<file path="src/rtl/sram_1rw_req_ctrl_if.sv">
// Request, response and SRAM-macro signals of one 1rw bank controller.
// The slave modport is the controller's view; master is the LSU plus SRAM side.
interface sram_1rw_req_ctrl_if #(
   parameter int unsigned AW = 8,
   parameter int unsigned DW = 256,
   parameter int unsigned MW = DW / 8
);
   logic          req_valid;
   logic          req_ready;
   logic          req_write;
   logic [AW-1:0] req_addr;
   logic [DW-1:0] req_wdata;
   logic [MW-1:0] req_wmask;
   logic          rsp_valid;
   logic          rsp_ready;
   logic [DW-1:0] rsp_rdata;
   logic          sram_valid;
   logic          sram_write;
   logic [AW-1:0] sram_addr;
   logic [DW-1:0] sram_wdata;
   logic [DW-1:0] sram_rdata;

   modport slave (
      input  req_valid, req_write, req_addr, req_wdata, req_wmask, rsp_ready, sram_rdata,
      output req_ready, rsp_valid, rsp_rdata, sram_valid, sram_write, sram_addr, sram_wdata
   );

   modport master (
      output req_valid, req_write, req_addr, req_wdata, req_wmask, rsp_ready, sram_rdata,
      input  req_ready, rsp_valid, rsp_rdata, sram_valid, sram_write, sram_addr, sram_wdata
   );
endinterface

</file>
<file path="src/rtl/sram_1rw_req_ctrl.sv">
// Initiator-side controller for a 1rw SRAM bank: byte-masked writes with read-modify-write,
// reads returned through a credit-managed response FIFO.
module sram_1rw_req_ctrl #(
   parameter int unsigned AW        = 8,
   parameter int unsigned DW        = 256,
   parameter int unsigned MW        = DW / 8,
   parameter int unsigned RSP_DEPTH = 2
) (
   input  logic                 i_clock,
   input  logic                 i_reset,
   input  logic                 i_volt_sel,
   output logic                 o_sram_volt_sel,
   sram_1rw_req_ctrl_if.slave   bus
);
   localparam int unsigned PW = (RSP_DEPTH > 1) ? $clog2(RSP_DEPTH) : 1;
   localparam int unsigned CW = $clog2(RSP_DEPTH + 1);

   typedef enum logic [0:0] {StIdle, StRmw} state_e;

   state_e        r_state;
   logic          r_rd_pending;
   logic [AW-1:0] r_rmw_addr;
   logic [DW-1:0] r_rmw_wdata;
   logic [MW-1:0] r_rmw_wmask;
   logic [DW-1:0] r_fifo [RSP_DEPTH];
   logic [PW-1:0] r_wr_ptr;
   logic [PW-1:0] r_rd_ptr;
   logic [CW-1:0] r_count;

   logic [CW:0]   w_used;
   logic          w_req_ready;
   logic          w_accept;
   logic          w_full_mask;
   logic          w_zero_mask;
   logic          w_partial;
   logic          w_push;
   logic          w_pop;
   logic [DW-1:0] w_merged;

   // Credits cover both queued responses and the read whose data arrives next cycle.
   assign w_used      = {1'b0, r_count} + {{CW{1'b0}}, r_rd_pending};
   assign w_req_ready = (r_state == StIdle) && (w_used < (CW+1)'(RSP_DEPTH)) && !i_reset;
   assign w_accept    = bus.req_valid && w_req_ready;
   assign w_full_mask = &bus.req_wmask;
   assign w_zero_mask = ~|bus.req_wmask;
   assign w_partial   = bus.req_write && !w_full_mask && !w_zero_mask;
   assign w_push      = r_rd_pending;
   assign w_pop       = (r_count != '0) && bus.rsp_ready;

   assign bus.req_ready   = w_req_ready;
   assign bus.rsp_valid   = (r_count != '0) && !i_reset;
   assign bus.rsp_rdata   = r_fifo[r_rd_ptr];
   assign o_sram_volt_sel = i_volt_sel;

   always_comb begin
      w_merged = '0;
      for (int i = 0; i < int'(MW); i++) begin
         w_merged[8*i +: 8] = r_rmw_wmask[i] ? r_rmw_wdata[8*i +: 8] : bus.sram_rdata[8*i +: 8];
      end
   end

   always_comb begin
      bus.sram_valid = 1'b0;
      bus.sram_write = 1'b0;
      bus.sram_addr  = bus.req_addr;
      bus.sram_wdata = bus.req_wdata;
      if (r_state == StRmw) begin
         bus.sram_valid = !i_reset;
         bus.sram_write = 1'b1;
         bus.sram_addr  = r_rmw_addr;
         bus.sram_wdata = w_merged;
      end else if (w_accept) begin
         // Partial writes issue their read phase here; empty-mask writes touch nothing.
         bus.sram_valid = !bus.req_write || !w_zero_mask;
         bus.sram_write = bus.req_write && w_full_mask;
      end
   end

   always_ff @(posedge i_clock or posedge i_reset) begin
      if (i_reset) begin
         r_state      <= StIdle;
         r_rd_pending <= 1'b0;
         r_rmw_addr   <= '0;
         r_rmw_wdata  <= '0;
         r_rmw_wmask  <= '0;
         r_wr_ptr     <= '0;
         r_rd_ptr     <= '0;
         r_count      <= '0;
      end else begin
         r_rd_pending <= w_accept && !bus.req_write;
         unique case (r_state)
            StIdle: begin
               if (w_accept && w_partial) begin
                  r_rmw_addr  <= bus.req_addr;
                  r_rmw_wdata <= bus.req_wdata;
                  r_rmw_wmask <= bus.req_wmask;
                  r_state     <= StRmw;
               end
            end
            StRmw:   r_state <= StIdle;
            default: r_state <= StIdle;
         endcase
         if (w_push) begin
            r_wr_ptr <= (r_wr_ptr == PW'(RSP_DEPTH - 1)) ? '0 : r_wr_ptr + 1'b1;
         end
         if (w_pop) begin
            r_rd_ptr <= (r_rd_ptr == PW'(RSP_DEPTH - 1)) ? '0 : r_rd_ptr + 1'b1;
         end
         if (w_push && !w_pop) begin
            r_count <= r_count + 1'b1;
         end else if (w_pop && !w_push) begin
            r_count <= r_count - 1'b1;
         end
      end
   end

   always_ff @(posedge i_clock) begin
      if (w_push) begin
         r_fifo[r_wr_ptr] <= bus.sram_rdata;
      end
   end

   a_credit: assert property (@(posedge i_clock) disable iff (i_reset)
      w_used <= (CW+1)'(RSP_DEPTH));
endmodule
</file>
<file path="src/flat_wrapper.sv">
// flat-port wrapper written by rule: the top's interface ports become plain ports
module sram_1rw_req_ctrl_flat 
#(
   parameter int unsigned AW        = 8,
   parameter int unsigned DW        = 256,
   parameter int unsigned MW        = DW / 8,
   parameter int unsigned RSP_DEPTH = 2
)
  (i_clock, i_reset, i_volt_sel, o_sram_volt_sel, bus_req_valid, bus_req_write, bus_req_addr, bus_req_wdata, bus_req_wmask, bus_rsp_ready, bus_sram_rdata, bus_req_ready, bus_rsp_valid, bus_rsp_rdata, bus_sram_valid, bus_sram_write, bus_sram_addr, bus_sram_wdata);
  sram_1rw_req_ctrl_if #(.AW(AW), .DW(DW), .MW(MW)) bus_i ();
  input  logic i_clock;
  input  logic i_reset;
  input  logic i_volt_sel;
  output logic o_sram_volt_sel;
  input wire logic [$bits(bus_i.req_valid)-1:0] bus_req_valid;
  input wire logic [$bits(bus_i.req_write)-1:0] bus_req_write;
  input wire logic [$bits(bus_i.req_addr)-1:0] bus_req_addr;
  input wire logic [$bits(bus_i.req_wdata)-1:0] bus_req_wdata;
  input wire logic [$bits(bus_i.req_wmask)-1:0] bus_req_wmask;
  input wire logic [$bits(bus_i.rsp_ready)-1:0] bus_rsp_ready;
  input wire logic [$bits(bus_i.sram_rdata)-1:0] bus_sram_rdata;
  output wire logic [$bits(bus_i.req_ready)-1:0] bus_req_ready;
  output wire logic [$bits(bus_i.rsp_valid)-1:0] bus_rsp_valid;
  output wire logic [$bits(bus_i.rsp_rdata)-1:0] bus_rsp_rdata;
  output wire logic [$bits(bus_i.sram_valid)-1:0] bus_sram_valid;
  output wire logic [$bits(bus_i.sram_write)-1:0] bus_sram_write;
  output wire logic [$bits(bus_i.sram_addr)-1:0] bus_sram_addr;
  output wire logic [$bits(bus_i.sram_wdata)-1:0] bus_sram_wdata;
  assign bus_i.req_valid = bus_req_valid;
  assign bus_i.req_write = bus_req_write;
  assign bus_i.req_addr = bus_req_addr;
  assign bus_i.req_wdata = bus_req_wdata;
  assign bus_i.req_wmask = bus_req_wmask;
  assign bus_i.rsp_ready = bus_rsp_ready;
  assign bus_i.sram_rdata = bus_sram_rdata;
  assign bus_req_ready = bus_i.req_ready;
  assign bus_rsp_valid = bus_i.rsp_valid;
  assign bus_rsp_rdata = bus_i.rsp_rdata;
  assign bus_sram_valid = bus_i.sram_valid;
  assign bus_sram_write = bus_i.sram_write;
  assign bus_sram_addr = bus_i.sram_addr;
  assign bus_sram_wdata = bus_i.sram_wdata;
  sram_1rw_req_ctrl #(.AW(AW), .DW(DW), .MW(MW), .RSP_DEPTH(RSP_DEPTH)) u_core (.i_clock(i_clock), .i_reset(i_reset), .i_volt_sel(i_volt_sel), .o_sram_volt_sel(o_sram_volt_sel), .bus(bus_i));
endmodule
</file>
<file path="config.mk">
export PLATFORM = sky130hd
export DESIGN_NAME = sram_1rw_req_ctrl_flat
export DESIGN_NICKNAME = d
export VERILOG_FILES = /design/src/rtl/sram_1rw_req_ctrl_if.sv /design/src/rtl/sram_1rw_req_ctrl.sv /design/src/flat_wrapper.sv
export SDC_FILE = /design/constraint.sdc
export NUM_CORES = 1
export LEC_CHECK = 0
export CORE_AREA = 8 8 411 413
export DETAILED_ROUTE_END_ITERATION = 10
export DIE_AREA = 0 0 419 421
export GPL_ROUTABILITY_DRIVEN = 1
export PLACE_DENSITY_LB_ADDON = 0.25
export SLEW_MARGIN = 5
export SYNTH_ARGS = -nofsm -noshare
export SYNTH_HDL_FRONTEND = slang
export SYNTH_SLANG_ARGS = --single-unit
</file>
<file path="constraint.sdc">
create_clock -name i_clock -period 16.2 [get_ports i_clock]
set_input_delay 2.43 -clock i_clock [delete_from_list [all_inputs] [get_ports i_clock]]
set_output_delay 2.43 -clock i_clock [all_outputs]
set_load 0.02 [all_outputs]
</file>
After elaboration in Yosys (flattened, before gate mapping)
Memory sizes are Yosys's and may differ from the RTL's.
Index checks and enable logic that the tools add are counted.
Widths: inputs -> output; s select.

word-level totals
  flip-flop bits (word level) = 302
  RAM bits = 512
  input port bits = 558
  output and inout bits = 525
  logic and storage cells = 85
  memories = 1

memory list
  name           depth  bits a word  read ports  clocked after Yosys merged registers in  write ports  line                     source
  u_core.r_fifo  2      256          1           0                                        1            sram_1rw_req_ctrl.sv:25  logic [DW-1:0] r_fifo [RSP_DEPTH];

cells by class
  $add $sub $neg = 5
  order comparisons = 1
  multiplexer cells = 46
  bitwise operators = 1
  reductions and logical operators = 23

operator list
  kind                 number
  $mux 8               33
  $mux 256             1
  $reduce_and 32->1    1
  $reduce_or 32->1     1
  $logic_and 1x1->1    12
  $mux 1               9
  $logic_not 1->1      5
  $mux 2               2
  $reduce_bool 2->1    2
  $add 2x1->3          1
  $lt 3x2->1 const B   1
  $add 1x1->1 const B  2
  $add 2x1->2 const B  1
  $pmux 1 s2           1
  $reduce_and 2->1     1
  $sub 2x1->2 const B  1
  $logic_or 1x1->1     1
  $not 1->1            1

Logic depth before layout (Yosys ltp)
Gate-level depths: netlist of the first run.

  depth in word-level cells = 8
  depth in mapped cells = 8
  mapped depth without buffers = 5

Worst setup path after synthesis of the first run
No wires, ideal clock.

  path type = register to register
  start = register u_core.r_wr_ptr
  end = memory u_core.r_fifo[0][0], enable pin
  library setup time = 908 ps
  arrival = 11681 ps
  required time = 15292 ps
  setup slack = 3611 ps
  stages on the path, launching flop included = 2
  path buffers = 0
  clock period less this slack = 12589 ps
  cell sequence = dfrtp_1 -> nor2b_1

RTL lines
  element                   line                      source
  start: declaration        sram_1rw_req_ctrl.sv:26   logic [PW-1:0] r_wr_ptr;
  start signal: assignment  sram_1rw_req_ctrl.sv:104  r_wr_ptr <= (r_wr_ptr == PW'(RSP_DEPTH - 1)) ? '0 : r_wr_ptr + 1'b1;
  end: declaration          sram_1rw_req_ctrl.sv:25

Straight into the memory's write port.

Final worst setup path of the first run
  start = input port bus_req_wmask[21]
  end = output port bus_sram_valid

on the way
  word-level cells in the longest chain between the ends = 4

ends and longest elaborated chain
  element             line                     source
  start: declaration  flat_wrapper.sv:19       input wire logic [$bits(bus_i.req_wmask)-1:0] bus_req_wmask;
  $reduce_or 32->1    sram_1rw_req_ctrl.sv:45  assign w_zero_mask = ~|bus.req_wmask;
  $logic_or 1x1->1    sram_1rw_req_ctrl.sv:74  bus.sram_valid = !bus.req_write || !w_zero_mask;
  $mux 1              sram_1rw_req_ctrl.sv:72  end else if (w_accept) begin
  $mux 1              sram_1rw_req_ctrl.sv:67  if (r_state == StRmw) begin
  end: declaration    flat_wrapper.sv:25       output wire logic [$bits(bus_i.sram_valid)-1:0] bus_sram_valid;

Every way passes these cells.

==> qor.yml, run 1 <==
remaining_drc_errors: 0
cts_num_sinks: 814
yosys_warnings: 0
fmax_mhz: 121
r2r-start: "u_core.r_state"
hold_viol_final: 0
firstDrtPassIters: 5
die_y_microns: 421
areaGrowthSynthToFinish_pct: 45.5
cp_max_fo: 3
cts_max_level: 3
timing.final.setup_violations: 0
tritoncts.num_buffers: 99
power.density_cell_area_nw_per_um2: 157
nFillCells: 16200
clock-root-buffer: "sky130_fd_sc_hd__clkbuf_16"
max_slew_margin_vs_limit: 0.140
fin_tns_setup_ps: 0
cts_setup_buffers: 0
post_synth.cell_area_avg_sq_um: 15.4
placement.io_buffers: 1080
r2r.worst_path.cells: 6
cp-start-kind: "input pin"
timing.reg2reg.setup_slack_ps: 12430
layout.nets: 3948
critPathBufInv: 2
synth_seq_cells: 814
critPathKind: "in2out"
synth_cells: 2339
leakage_nw: 20.1
worst_path_largest_cell_delay_ps: 1090
worstPathRequired_ps: 13770
pin_count_of_the_biggest_net_entering_global_routing: 187
dp.final_hpwl_microns: 121000
design.portCount: 1083
detail_route.vias_per_cell: 4.25
reg2reg_to: "u_core.r_rmw_wmask[13]"
timing.hold.worst.class: "reg2reg"
cp_cell_sequence: "clkdlybuf4s50_1, nor4_1, nand4_1, nor2_1, nand2_1, a32o_1, clkdlybuf4s50_1"
cap_violations: 0
critPathMostFrequentCell: "sky130_fd_sc_hd__clkdlybuf4s50_1"
total_power_w: 0.00823
cp.depth: 7
final.period_utilization: 0.509
std_cell_core_area_sq_um: 162000
critical-path-top-delay-family: "simple AND/OR/NAND/NOR gates"
post_drt_wl_per_cell_microns: 28.5
tightestPinTransition_ps: 1280
initial_antenna_violation_count: 32
worst_setup_path_startpoint: "bus_req_wmask[21]"
drt_first_iter_violations: 1475
path_clk_slew_ps: 60
grt_first_pass_wirelength_microns: 217000
worstSkewPairLatency_ps: 710
finClkSkew_ps: 26.3
rsz0062_at_grt: "no"
die_area_sq_um: 176000
final_max_slew_viol_count: 0
rows: 148
synth_seq_area_share: 0.637
endpoint_kind: "primary output"
gr-total-overflow: 0
post_cts.resized_instances: 0
maximum_number_of_buffers_from_clock_root_to_sink: 3
netlist_area_sq_um: 36000
post-place-ws_ps: 7880
first_global_vias: 24800
post_cts_hold_buffer_count: 0
ant_nets: 0
slowest_stage: "sky130_fd_sc_hd__nor4_1"
post_synthesis_net_count: 2898
clock_tree_from_tritoncts: "done"
initial_core_utilization: 0.222
number_of_unique_standard_cell_types_used_by_synthesis: 27
die_width_microns: 419
setup.worst_path.end: "bus_sram_valid"
fin_ws_ps: 7950
wl_microns: 162000
min_period_ps: 8250
fin_hold_ws_ps: 503
gpl.final_weighted_congestion: 0.862
drive_gt1_frac: 0.212
power.ir.vdd_worst_uv: 91.6
detailroute.via_count: 24100
groute.usage.overall: 0.175
run_status: "finished clean"
crit_arrival_ps: 5820
[routing by layer]
metal  wire (microns)  global-route usage  share of wire  vias to the layer above
met5               35                   0        0.00022                        -
met2            81900               0.308           0.51                      697
met3            10400              0.0420          0.064                      198
li1                 -                   -              -                    10800
met1            64800               0.209           0.40                    12400
met4             4630              0.0554          0.029                        6
[cells in the final DEF, fill, tap and decap left out, types with 2 or more instances in the layout]
cell type,synthesis,routed
sky130_fd_sc_hd__clkdlybuf4s50_1,0,1080
sky130_fd_sc_hd__edfxtp_1,512,512
sky130_fd_sc_hd__mux2_2,331,331
sky130_fd_sc_hd__dfrtp_1,302,300
sky130_fd_sc_hd__nor2_1,261,261
sky130_fd_sc_hd__a21oi_1,256,256
sky130_fd_sc_hd__mux2i_1,256,256
sky130_fd_sc_hd__mux2_4,229,229
sky130_fd_sc_hd__clkbuf_16,0,101
sky130_fd_sc_hd__clkbuf_1,110,32
sky130_fd_sc_hd__diode_2,0,18
sky130_fd_sc_hd__buf_4,1,15
sky130_fd_sc_hd__clkinv_2,0,12
sky130_fd_sc_hd__clkinv_1,0,11
sky130_fd_sc_hd__nand4_1,10,10
sky130_fd_sc_hd__clkbuf_8,0,9
sky130_fd_sc_hd__nor4_1,10,7
sky130_fd_sc_hd__bufinv_16,0,7
sky130_fd_sc_hd__buf_12,0,7
sky130_fd_sc_hd__inv_6,0,6
sky130_fd_sc_hd__nand2_1,3,3
sky130_fd_sc_hd__xor2_1,3,3
sky130_fd_sc_hd__nor4_2,0,3
sky130_fd_sc_hd__clkinv_16,0,3
sky130_fd_sc_hd__clkinvlp_4,0,3
sky130_fd_sc_hd__xnor2_1,2,2
sky130_fd_sc_hd__dfrtp_4,0,2
[synthesized netlist by cell type, drive strengths merged]
library cell,instances,area [sq um]
dfrtp,302,7560
o21ai,1,5.00
nor2,261,980
inv,2,7.51
clkbuf,110,413
and2,1,6.26
nand2,3,11.3
o21bai,1,7.51
ha,1,12.5
a2111oi,1,27.5
mux2,560,7170
xor2,3,26.3
buf,43,369
or3b,1,8.76
nor4,10,62.6
edfxtp,512,15400
xnor2,2,17.5
nand4,10,62.6
a21oi,256,1280
mux2i,256,2560
nand4b,1,8.76
a32o,1,10.0
nor2b,1,6.26
[worst min path at each step]
stage                           from                     to  slack (ps)  depth (start not counted)
6_report        u_core.r_rmw_addr[1]   u_core.r_rmw_addr[1]         500                          1
5_1_grt        u_core.r_rmw_wdata[0]  u_core.r_rmw_wdata[0]         520                          1
4_1_cts         u_core.r_rmw_addr[6]   u_core.r_rmw_addr[6]         500                          1
3_5_place_dp    u_core.r_rmw_addr[6]   u_core.r_rmw_addr[6]         490                          1
3_3_place_gp    u_core.r_rmw_addr[6]   u_core.r_rmw_addr[6]         480                          1
2_1_floorplan        u_core.r_wr_ptr        u_core.r_wr_ptr         450                          1
[worst reg2reg max path, stage by stage, from the launching register on]
cell and delay (ps):
sky130_fd_sc_hd__dfrtp_4 750, sky130_fd_sc_hd__a2111oi_4 160, sky130_fd_sc_hd__nand4b_1 150, sky130_fd_sc_hd__or3b_4 500
sky130_fd_sc_hd__buf_12 620, sky130_fd_sc_hd__buf_4 1030, sky130_fd_sc_hd__mux2_2 460
[sequential cells by signal (all words and copies together) (netlist names)]
name,count
u_core.r_wr_ptr,1
u_core.r_rmw_addr,8
u_core.r_state,1
u_core.r_rmw_wdata,256
u_core.r_rd_pending,1
u_core.r_rd_ptr,1
u_core.r_fifo,512
u_core.r_count,2
u_core.r_rmw_wmask,32
[where the power goes]
part | total (W) | switching, W | internal [W] | leakage, nW
Combinational | 0.00281 | 0.00126 | 0.00154 | 10.2
Clock | 0.00227 | 0.000959 | 0.00131 | 1.59
Sequential | 0.00315 | 0.000487 | 0.00266 | 8.25
[cell type report]
| class | instances | area [sq um] | share of cell area |
|---|---|---|---|
| Antenna cell | 18 | 45.0 | 0.000860 |
| Clock buffer | 142 | 2770 | 0.0529 |
| Inverter | 2 | 15.0 | 0.000287 |
| Clock inverter | 45 | 512 | 0.00977 |
| Sequential cell | 814 | 22900 | 0.438 |
| Multi-Input combinational cell | 1370 | 12300 | 0.235 |
| Tap cell | 2175 | 2720 | 0.0520 |
| Timing Repair Buffer | 1102 | 11100 | 0.211 |
[stage by stage]
step | util | area [sq um] | cells
after floorplan | - | 36000 | 2339
after global placement | 0.303 | 49000 | 5463
after detailed placement | 0.303 | 49000 | 5463
after CTS | 0.323 | 52300 | 5650
after global routing | 0.323 | 52300 | 5663
final | 0.323 | 52400 | 5668
[kinds of logic after synthesis]
kind of cell             Yosys count  synth area share
multiplexers                     816             0.270
flip-flops                       814             0.637
AND/OR/NAND/NOR                  288            0.0319
AO/OA/AOI/OAI                    260            0.0370
buffers and inverters            155            0.0219
XOR/XNOR                           5           0.00122
adder cells (fa/ha/maj)            1          0.000348
No activity file was read; power rests on OpenSTA's default activity.
==> run 2: changes to the inputs <==
==> constraint.sdc (replaced) <==
create_clock -name i_clock -period 6.7 [get_ports i_clock]
set_input_delay 1.005 -clock i_clock [delete_from_list [all_inputs] [get_ports i_clock]]
set_output_delay 1.005 -clock i_clock [all_outputs]
set_load 0.02 [all_outputs]
==> qor.yml, run 2 (synthesis results as in run 1) <==
slowest_stage: "sky130_fd_sc_hd__nor4_1"  # unchanged
sequentialPowerShare: 0.383  # about the same
tightestPinTransition_ps: 1430  # was 1280 ps
p_switching_w: 0.00647  # was 0.00271 W
dp.final_hpwl_microns: 124000  # was 121000 microns
dpl_cell_area_sq_um: 49200  # was 49000 sq um
firstDrtPassIters: 6  # was 5
pin_count_of_the_biggest_net_entering_global_routing: 139  # was 187
largest_register: "u_core.r_fifo"  # unchanged
layout.cells.non_filler: 5670  # was 5668
layout.nets: 3959  # was 3948
timing.hold.worst.class: "reg2reg"  # unchanged
crit_arrival_ps: 3980  # was 5820 ps
fin_hold_ws_ps: 500  # was 503 ps
power.density_cell_area_nw_per_um2: 378  # was 157 nW/um^2
leakage_nw: 20.2  # was 20.1 nW
cp-start-kind: "input pin"  # unchanged
run_status: "finished clean"  # unchanged
clock-root-buffer: "sky130_fd_sc_hd__clkbuf_16"  # unchanged
timing.final.setup_violations: 0  # unchanged
share_clk_of_total_power: 0.275  # was 0.276
wl_microns: 162000  # about the same
post_cts.resized_instances: 0  # unchanged
areaGrowthSynthToFinish_pct: 46.1  # was 45.5%
fmax_mhz: 201
worstSkewPairLatency_ps: 680  # was 710 ps
post_drt_wl_per_cell_microns: 28.6  # was 28.5 microns
max_slew_margin_vs_limit: 0.0493  # was 0.140
die_area_sq_um: 176000  # unchanged
path_clk_slew_ps: 60  # about the same
cp_max_fo: 4  # was 3
fin_area_sq_um: 52600  # was 52400 sq um
grt_first_pass_wirelength_microns: 218000  # was 217000 microns
worst_path_largest_cell_delay_ps: 760  # was 1090 ps
power_report.internal_total_w: 0.0134  # was 0.00552 W
finClkSkew_ps: 22.7  # was 26.3 ps
power_frac_comb: 0.342  # was 0.341
min_period_ps: 4980
drt_first_iter_violations: 1471  # was 1475
critPathMostFrequentCell: "sky130_fd_sc_hd__clkdlybuf4s50_1"  # unchanged
clock_tree_from_tritoncts: "done"  # unchanged
final_cell_mix: "1080 x sky130_fd_sc_hd__clkdlybuf4s50_1, 512 x sky130_fd_sc_hd__edfxtp_1, 331 x sky130_fd_sc_hd__mux2_2, 300 x sky130_fd_sc_hd__dfrtp_1, 261 x sky130_fd_sc_hd__nor2_1"  # unchanged
cts_setup_buffers: 0  # unchanged
initial_core_utilization: 0.222  # unchanged
cts_max_level: 3  # unchanged
cp_cell_sequence: "clkdlybuf4s50_1, nor4_1, nand4_1, nor2_1, nand2_1, a32o_1, clkdlybuf4s50_1"  # unchanged
swShare: 0.325  # was 0.329
design.portCount: 1083  # unchanged
die_y_microns: 421  # unchanged
placedCellCount: 5474  # was 5463
biggestRegsByFlops: "u_core.r_fifo: 512 flops, u_core.r_rmw_wdata: 256 flops, u_core.r_rmw_wmask: 32 flops"  # unchanged
std_cell_core_area_sq_um: 162000  # unchanged
gr-total-overflow: 0  # unchanged
critPathKind: "in2out"  # unchanged
final_max_slew_viol_count: 0  # unchanged
worstPathRequired_ps: 5690  # was 13770 ps
hold_viol_final: 0  # unchanged
rows: 148  # unchanged
first_global_vias: 24900  # was 24800
most_common_cell_after_layout_fill_and_taps_aside: "sky130_fd_sc_hd__clkdlybuf4s50_1"  # unchanged
groute.usage.overall: 0.176  # was 0.175
power.ir.vdd_worst_uv: 244  # was 91.6 uV
tritoncts.num_buffers: 99  # unchanged
post_cts_hold_buffer_count: 0  # unchanged
placement.io_buffers: 1080  # unchanged
cap_violations: 0  # unchanged
gpl.final_weighted_congestion: 0.862  # unchanged
detail_route.vias_per_cell: 4.27  # was 4.25
rsz0062_at_grt: "no"  # unchanged
largest_reg_flops: 512  # unchanged
maximum_number_of_buffers_from_clock_root_to_sink: 3  # unchanged
remaining_drc_errors: 0  # unchanged
fin_tns_setup_ps: 0  # unchanged
ant_nets: 0  # unchanged
cts_num_sinks: 814  # unchanged
endpoint_kind: "primary output"  # unchanged
detailroute.via_count: 24200  # was 24100
drive_gt1_frac: 0.217  # was 0.212
final.period_utilization: 0.744
die_width_microns: 419  # unchanged
initial_antenna_violation_count: 27  # was 32
==> run 2: cell types whose count changed in the layout (fill, tap and decap cells not counted), sizes merged <==
cell,delta
clkbuf,-9
diode,-9
clkinv,+9
bufinv,+1
inv,-3
buf,+11
clkinvlp,+2
==> run 2: critical path, delay by kind of cell <==
kind / cells / cell delay [ps]
simple gates: 4 / 1450
compound gates: 1 / 310
buf+inv: 2 / 1200
==> run 2: worst paths after layout <==
kind / start / slack (ps) / cells after the start / end
min reg2reg: u_core.r_rmw_addr[3] / 500 / 1 / u_core.r_rmw_addr[3]
max in group asynchronous: i_reset / 3650 / 4 / u_core.r_rmw_wdata[83]
min in group asynchronous: i_reset / 1040 / 2 / u_core.r_rmw_wdata[15]
max reg2reg: u_core.r_state / 3560 / 5 / u_core.r_rmw_wdata[108]
max: bus_req_wmask[25] / 1720 / 7 / bus_sram_valid
min: u_core.r_rmw_addr[3] / 500 / 1 / u_core.r_rmw_addr[3]
==> run 2: routing by layer <==
layer / part of all wire / GRT usage / vias to the layer above
li1: - / - / 10800
met1: 0.41 / 0.214 / 12500
met2: 0.50 / 0.309 / 690
met3: 0.060 / 0.0454 / 181
met4: 0.025 / 0.0419 / 2
met5: 0.000074 / 0 / -
==> run 2: through the flow <==
| step | power (W) | utilization | setup WS (ps) |
|---|---|---|---|
| 3_5_place_dp | 0.0146 | 0.304 | 1330 |
| 2_1_floorplan | 0.0115 | - | -657 |
| 4_1_cts | 0.0202 | 0.324 | 1330 |
| 5_1_grt | 0.0207 | 0.324 | 1370 |
| 6_report | 0.0199 | 0.324 | 1720 |
| 3_3_place_gp | 0.0145 | 0.304 | 1270 |
==> run 2: layout make-up <==
| type | instances | area [sq um] |
|---|---|---|
| sequential | 814 | 22900 |
| timing repair buffer | 1113 | 11300 |
| tap | 2175 | 2720 |
| antenna | 9 | 22.5 |
| clock buffer | 133 | 2790 |
| fill | 16200 | 109000 |
| inverter | 2 | 11.3 |
| multi-input combinational | 1370 | 12300 |
| clock inverter | 54 | 514 |
==> run 2: power groups by stage <==
stage          Clock [W]  Sequential [W]  Combinational, W
4_1_cts          0.00566         0.00762           0.00690
2_1_floorplan          0         0.00692           0.00458
3_3_place_gp           0         0.00768           0.00683
5_1_grt          0.00582         0.00775           0.00715
6_report         0.00548         0.00762           0.00680
3_5_place_dp           0         0.00769           0.00688
